===== config.mk =====
export PLATFORM = sky130hd
export DESIGN_NAME = mbist_wb_mem_req
export DESIGN_NICKNAME = d
export VERILOG_FILES = /design/src/rtl/mbist_wb_mem_req.sv
export SDC_FILE = /design/constraint.sdc
export NUM_CORES = 1
export LEC_CHECK = 0
export CAP_MARGIN = 20
export CORE_MARGIN = 2
export CORE_UTILIZATION = 44
export CTS_CLUSTER_DIAMETER = 100
export DETAILED_ROUTE_END_ITERATION = 10
export PLACE_DENSITY_LB_ADDON = 0.2
export SLEW_MARGIN = 20
export SYNTH_ARGS = -nofsm -noshare
export SYNTH_HDL_FRONTEND = slang
export SYNTH_SLANG_ARGS = --single-unit

===== constraint.sdc =====
create_clock -name wb_clk_i -period 2.9 [get_ports wb_clk_i]
set_input_delay 0.435 -clock wb_clk_i [delete_from_list [all_inputs] [get_ports wb_clk_i]]
set_output_delay 0.435 -clock wb_clk_i [all_outputs]
set_load 0.01 [all_outputs]

===== src/rtl/mbist_wb_mem_req.sv =====
// Wishbone slave that turns single-beat transfers into one-cycle requests on the shared
// MBIST SRAM request bus; out-of-range SRAM selects end locally with a bus error.
module mbist_wb_mem_req #(
  parameter int unsigned BIST_NO_SRAM = 4,
  parameter int unsigned BIST_ADDR_WD = 10,
  parameter int unsigned BIST_DATA_WD = 32,
  parameter int unsigned READ_LAT     = 1,
  localparam int unsigned CS_WD       = (BIST_NO_SRAM + 1) / 2,
  localparam int unsigned AW          = BIST_ADDR_WD + CS_WD + 2,
  localparam int unsigned SEL_WD      = BIST_DATA_WD / 8
) (
  input  logic                    wb_clk_i,
  input  logic                    rst_n,
  input  logic                    wb_cyc_i,
  input  logic                    wb_stb_i,
  input  logic [AW-1:0]           wb_adr_i,
  input  logic                    wb_we_i,
  input  logic [BIST_DATA_WD-1:0] wb_dat_i,
  input  logic [SEL_WD-1:0]       wb_sel_i,
  output logic [BIST_DATA_WD-1:0] wb_dat_o,
  output logic                    wb_ack_o,
  output logic                    wb_err_o,
  output logic [CS_WD-1:0]        mem_cs,
  output logic                    mem_req,
  output logic [BIST_ADDR_WD-1:0] mem_addr,
  output logic                    mem_we,
  output logic [BIST_DATA_WD-1:0] mem_wdata,
  output logic [SEL_WD-1:0]       mem_wmask,
  input  logic [BIST_DATA_WD-1:0] mem_rdata
);

  localparam int unsigned CNT_WD = 2;
  localparam logic [CNT_WD-1:0] CNT_LOAD = CNT_WD'(READ_LAT - 1);
  // One extra bit so BIST_NO_SRAM itself is representable next to the select field.
  localparam logic [CS_WD:0] NUM_SRAM = (CS_WD + 1)'(BIST_NO_SRAM);

  typedef enum logic [2:0] {StIdle, StReq, StWait, StAck, StErr} state_e;

  state_e state_q, state_d;
  logic [CNT_WD-1:0] cnt_q, cnt_d;

  logic [BIST_DATA_WD-1:0] dat_q, dat_d;
  logic                    ack_q, ack_d;
  logic                    err_q, err_d;
  logic [CS_WD-1:0]        cs_q, cs_d;
  logic                    req_q, req_d;
  logic [BIST_ADDR_WD-1:0] addr_q, addr_d;
  logic                    we_q, we_d;
  logic [BIST_DATA_WD-1:0] wdata_q, wdata_d;
  logic [SEL_WD-1:0]       wmask_q, wmask_d;

  logic                    strobe;
  logic [CS_WD-1:0]        adr_sel;
  logic [BIST_ADDR_WD-1:0] adr_word;
  logic                    sel_ok;
  logic                    unused_adr;

  assign strobe     = wb_cyc_i & wb_stb_i;
  assign adr_sel    = wb_adr_i[AW-1:BIST_ADDR_WD+2];
  assign adr_word   = wb_adr_i[BIST_ADDR_WD+1:2];
  assign sel_ok     = {1'b0, adr_sel} < NUM_SRAM;
  assign unused_adr = ^wb_adr_i[1:0];

  always_ff @(posedge wb_clk_i or negedge rst_n) begin
    if (!rst_n) begin
      state_q <= StIdle;
      cnt_q   <= '0;
    end else begin
      state_q <= state_d;
      cnt_q   <= cnt_d;
    end
  end

  always_comb begin
    state_d = state_q;
    cnt_d   = cnt_q;
    unique case (state_q)
      StIdle: if (strobe) state_d = sel_ok ? StReq : StErr;
      // mem_we is high in StReq exactly when the issued request is a write.
      StReq: begin
        if (we_q) begin
          state_d = StAck;
        end else begin
          state_d = StWait;
          cnt_d   = CNT_LOAD;
        end
      end
      StWait: begin
        if (!wb_cyc_i) begin
          state_d = StIdle;
        end else if (cnt_q == '0) begin
          state_d = StAck;
        end else begin
          cnt_d = cnt_q - 1'b1;
        end
      end
      StAck:   state_d = StIdle;
      StErr:   state_d = StIdle;
      default: state_d = StIdle;
    endcase
  end

  // Next values of the registered outputs, decided from the current state.
  always_comb begin
    dat_d   = dat_q;
    cs_d    = cs_q;
    addr_d  = addr_q;
    wdata_d = wdata_q;
    wmask_d = wmask_q;
    ack_d   = 1'b0;
    err_d   = 1'b0;
    req_d   = 1'b0;
    we_d    = 1'b0;
    unique case (state_q)
      StIdle: begin
        if (strobe) begin
          cs_d    = adr_sel;
          addr_d  = adr_word;
          wdata_d = wb_dat_i;
          wmask_d = wb_we_i ? wb_sel_i : '0;
          if (sel_ok) begin
            req_d = 1'b1;
            we_d  = wb_we_i;
          end else begin
            err_d = 1'b1;
            dat_d = '0;
          end
        end
      end
      StReq: ack_d = we_q;
      StWait: begin
        if (wb_cyc_i && cnt_q == '0) begin
          ack_d = 1'b1;
          dat_d = mem_rdata;
        end
      end
      default: ;
    endcase
  end

  always_ff @(posedge wb_clk_i or negedge rst_n) begin
    if (!rst_n) begin
      dat_q   <= '0;
      ack_q   <= 1'b0;
      err_q   <= 1'b0;
      cs_q    <= '0;
      req_q   <= 1'b0;
      addr_q  <= '0;
      we_q    <= 1'b0;
      wdata_q <= '0;
      wmask_q <= '0;
    end else begin
      dat_q   <= dat_d;
      ack_q   <= ack_d;
      err_q   <= err_d;
      cs_q    <= cs_d;
      req_q   <= req_d;
      addr_q  <= addr_d;
      we_q    <= we_d;
      wdata_q <= wdata_d;
      wmask_q <= wmask_d;
    end
  end

  assign wb_dat_o  = dat_q;
  assign wb_ack_o  = ack_q;
  assign wb_err_o  = err_q;
  assign mem_cs    = cs_q;
  assign mem_req   = req_q;
  assign mem_addr  = addr_q;
  assign mem_we    = we_q;
  assign mem_wdata = wdata_q;
  assign mem_wmask = wmask_q;

endmodule


==> impl_metrics.json <==
{
  "rsz0062_at_grt": "false",
  "ys_types": 21,
  "synth_seq_area_share": 0.608,
  "p_leak_nw": 2.46,
  "synth.most_common_cell": "dfrtp_1",
  "synth_commonest_cells": "87 x dfrtp_1, 45 x mux2_2, 33 x mux2_4",
  "reg2reg_depth": 4,
  "synth_cells": 218,
  "stdcell_count": 496,
  "vias": 2353,
  "hpwl_um": 5860,
  "drtIter0Drc": 42,
  "clockBufferDepth": 2,
  "syn_to_final_growth_pct": 55.3,
  "gp_congestion": 0.709,
  "post-route-min-period_ps": 2020,
  "multi_input_area_um2": 1270,
  "final_nets": 482,
  "start_kind": "primary input",
  "initial_utilization": 0.459,
  "critPathArrivalTime_ps": 2240,
  "vdd.ir_drop.worst_mv": 0.600,
  "die_x_um": 94.2,
  "fin_ws_ps": 882,
  "synth-xor-area-share": 0,
  "synth_area_um2": 3580,
  "place_ws_ps": 520,
  "synth-seq-cells": 87,
  "core_um2": 7810,
  "synth_top_family_by_area": "multiplexers",
  "synth_simple_gate_area_frac": 0.0374,
  "post_cts_buffers": 0,
  "synthMuxAreaShare": 0.285,
  "status": "completed",
  "antenna_found_initial": 0,
  "clkSlewWorstSetupHoldPaths_ps": 90,
  "hold_viol": 0,
  "ios": 171,
  "drt-pass1-iter-count": 4,
  "worstSetupPathType": "in -> reg",
  "cts_resized": 0,
  "max_freq_ghz": 0.495,
  "cts_max_level": 3,
  "synthAdderAreaFrac": 0.0210,
  "synth_nets": 311,
  "synth_area_leader_cell": "dfrtp_1",
  "clock-skew-final_ps": 9.62,
  "grt_pass1_wl_um": 12400,
  "cts_tree": "yes",
  "worst_slew_pin_slew_ps": 658,
  "num_rows": 32,
  "numCtsBuffers": 9,
  "async_flop_share": 1.00,
  "synth-compound-area-share": 0.0108,
  "clockRootBuffer": "clkbuf_8",
  "fillers": 589,
  "clk_latency_ps": 340,
  "yosysTopAreaCellShare": 0.608,
  "io_buffers": 167,
  "setup_viol": 0,
  "wl_per_cell_um": 15.8,
  "final_util": 0.712,
  "wirelength_um": 7860,
  "setup_tns_ps": 0,
  "required_ps": 3120,
  "dieHeight_um": 94.2,
  "critPathCaptureType": "flip-flop",
  "synthTopCellsByArea": "dfrtp_1 61%, mux2_2 14%, mux2_4 14%",
  "drc": 0,
  "ys.flop_type": "dfrtp_1",
  "die-area_um2": 8880,
  "seqCellArea_um2": 2180,
  "grt.overflow.total": 0,
  "grt_max_degree": 51,
  "antenna_cells": 0,
  "cap_violations": 0,
  "avgSynthCellArea_um2": 16.4,
  "cts.sinks": 87,
  "drv_slew": 0,
  "holdBufCountCts": 0,
  "hold_class": "in -> async",
  "viasPerCell": 4.74,
  "grt_usage": 0.181,
  "antenna_left": 0,
  "yosys_warnings": 0,
  "placedCellCount": 480,
  "min_period_over_period": 0.696,
  "slew_headroom": 0.561,
  "critPathMaxFanout": 33,
  "synth-edff-count": 0,
  "grt_pass1_vias": 2510,
  "drive_above_1_share": 0.256,
  "powerDensity_nw_per_um2": 1050
}
## final timing paths
path,startpoint,end,slack [ps]
hold reg to reg,mem_wmask[3],mem_wmask[3],490
min in group wb_clk_i,mem_wmask[3],mem_wmask[3],490
hold / removal,rst_n,mem_wdata[10],50
setup / recovery,wb_cyc_i,wb_dat_o[13],880
max in group asynchronous,rst_n,mem_req,2190
setup reg to reg,state_q[0],wb_dat_o[13],890
## cells in the final DEF, fill, tap and decap left out, drive strengths merged
cell           instances
clkdlybuf4s50        166
a21boi                 2
dfrtp                 87
ha                     6
inv                    6
conb                   1
a21oi                  2
nand2                 12
a2bb2oi                1
bufinv                 3
mux2                  78
nand3b                 2
nand2b                 2
buf                    4
o21ai                  1
and2                   1
nand3                  6
clkbuf                 9
mux2i                  2
clkinv                 2
clkinvlp               1
## state kept, by name, summed over array words and instances (netlist names)
name,cells
mem_cs,2
mem_req,1
mem_addr,10
mem_we,1
mem_wmask,4
cnt_q,2
state_q,2
wb_ack_o,1
wb_dat_o,32
mem_wdata,32
## cell families after synthesis
| kind of cell | count (synthesis) |
|---|---|
| buffers and inverters | 15 |
| other | 1 |
| adders and majority gates | 6 |
| AOI/OAI and AO/OA | 6 |
| and+or+nand+nor | 23 |
| DFF | 87 |
| muxes | 80 |
## report_power, final
part	switching [W]	leakage, nW	total (W)	internal, W
Clock	0.000429	0.120	0.00100	0.000575
Sequential	0.000313	1.05	0.00212	0.00181
Combinational	0.000938	1.29	0.00272	0.00179
## metrics by stage
stage | hold slack, ps | instance area (µm²) | power [W]
CTS | 56.1 | 5560 | 0.00593
detailed placement | 435 | 5320 | 0.00490
finish | 46.7 | 5560 | 0.00585
global route | 65.7 | 5560 | 0.00620
floorplan | 139 | 3580 | 0.00342
global placement | 433 | 5320 | 0.00481
## layer usage
| metal | track usage | wire length, µm | share of wire |
|---|---|---|---|
| met3 | 0.0409 | 593 | 0.075 |
| met1 | 0.233 | 3310 | 0.42 |
| met5 | 0 | 0 | 0 |
| met2 | 0.306 | 3830 | 0.49 |
| met4 | 0.0556 | 121 | 0.015 |
## critical path, stage by stage
cell	delay, ps
clkdlybuf4s50_1	700
nand3_4	590
mux2_4	500
## layout make-up
| cell class | instances | area share |
|---|---|---|
| Sequential cell | 87 | 0.392 |
| Timing Repair Buffer | 170 | 0.309 |
| Multi-Input combinational cell | 116 | 0.229 |
| Tap cell | 102 | 0.0230 |
| Clock buffer | 9 | 0.0223 |
| Clock inverter | 7 | 0.0216 |
| Inverter | 5 | 0.00383 |
Note: power is estimated with default switching activity, not from simulation.
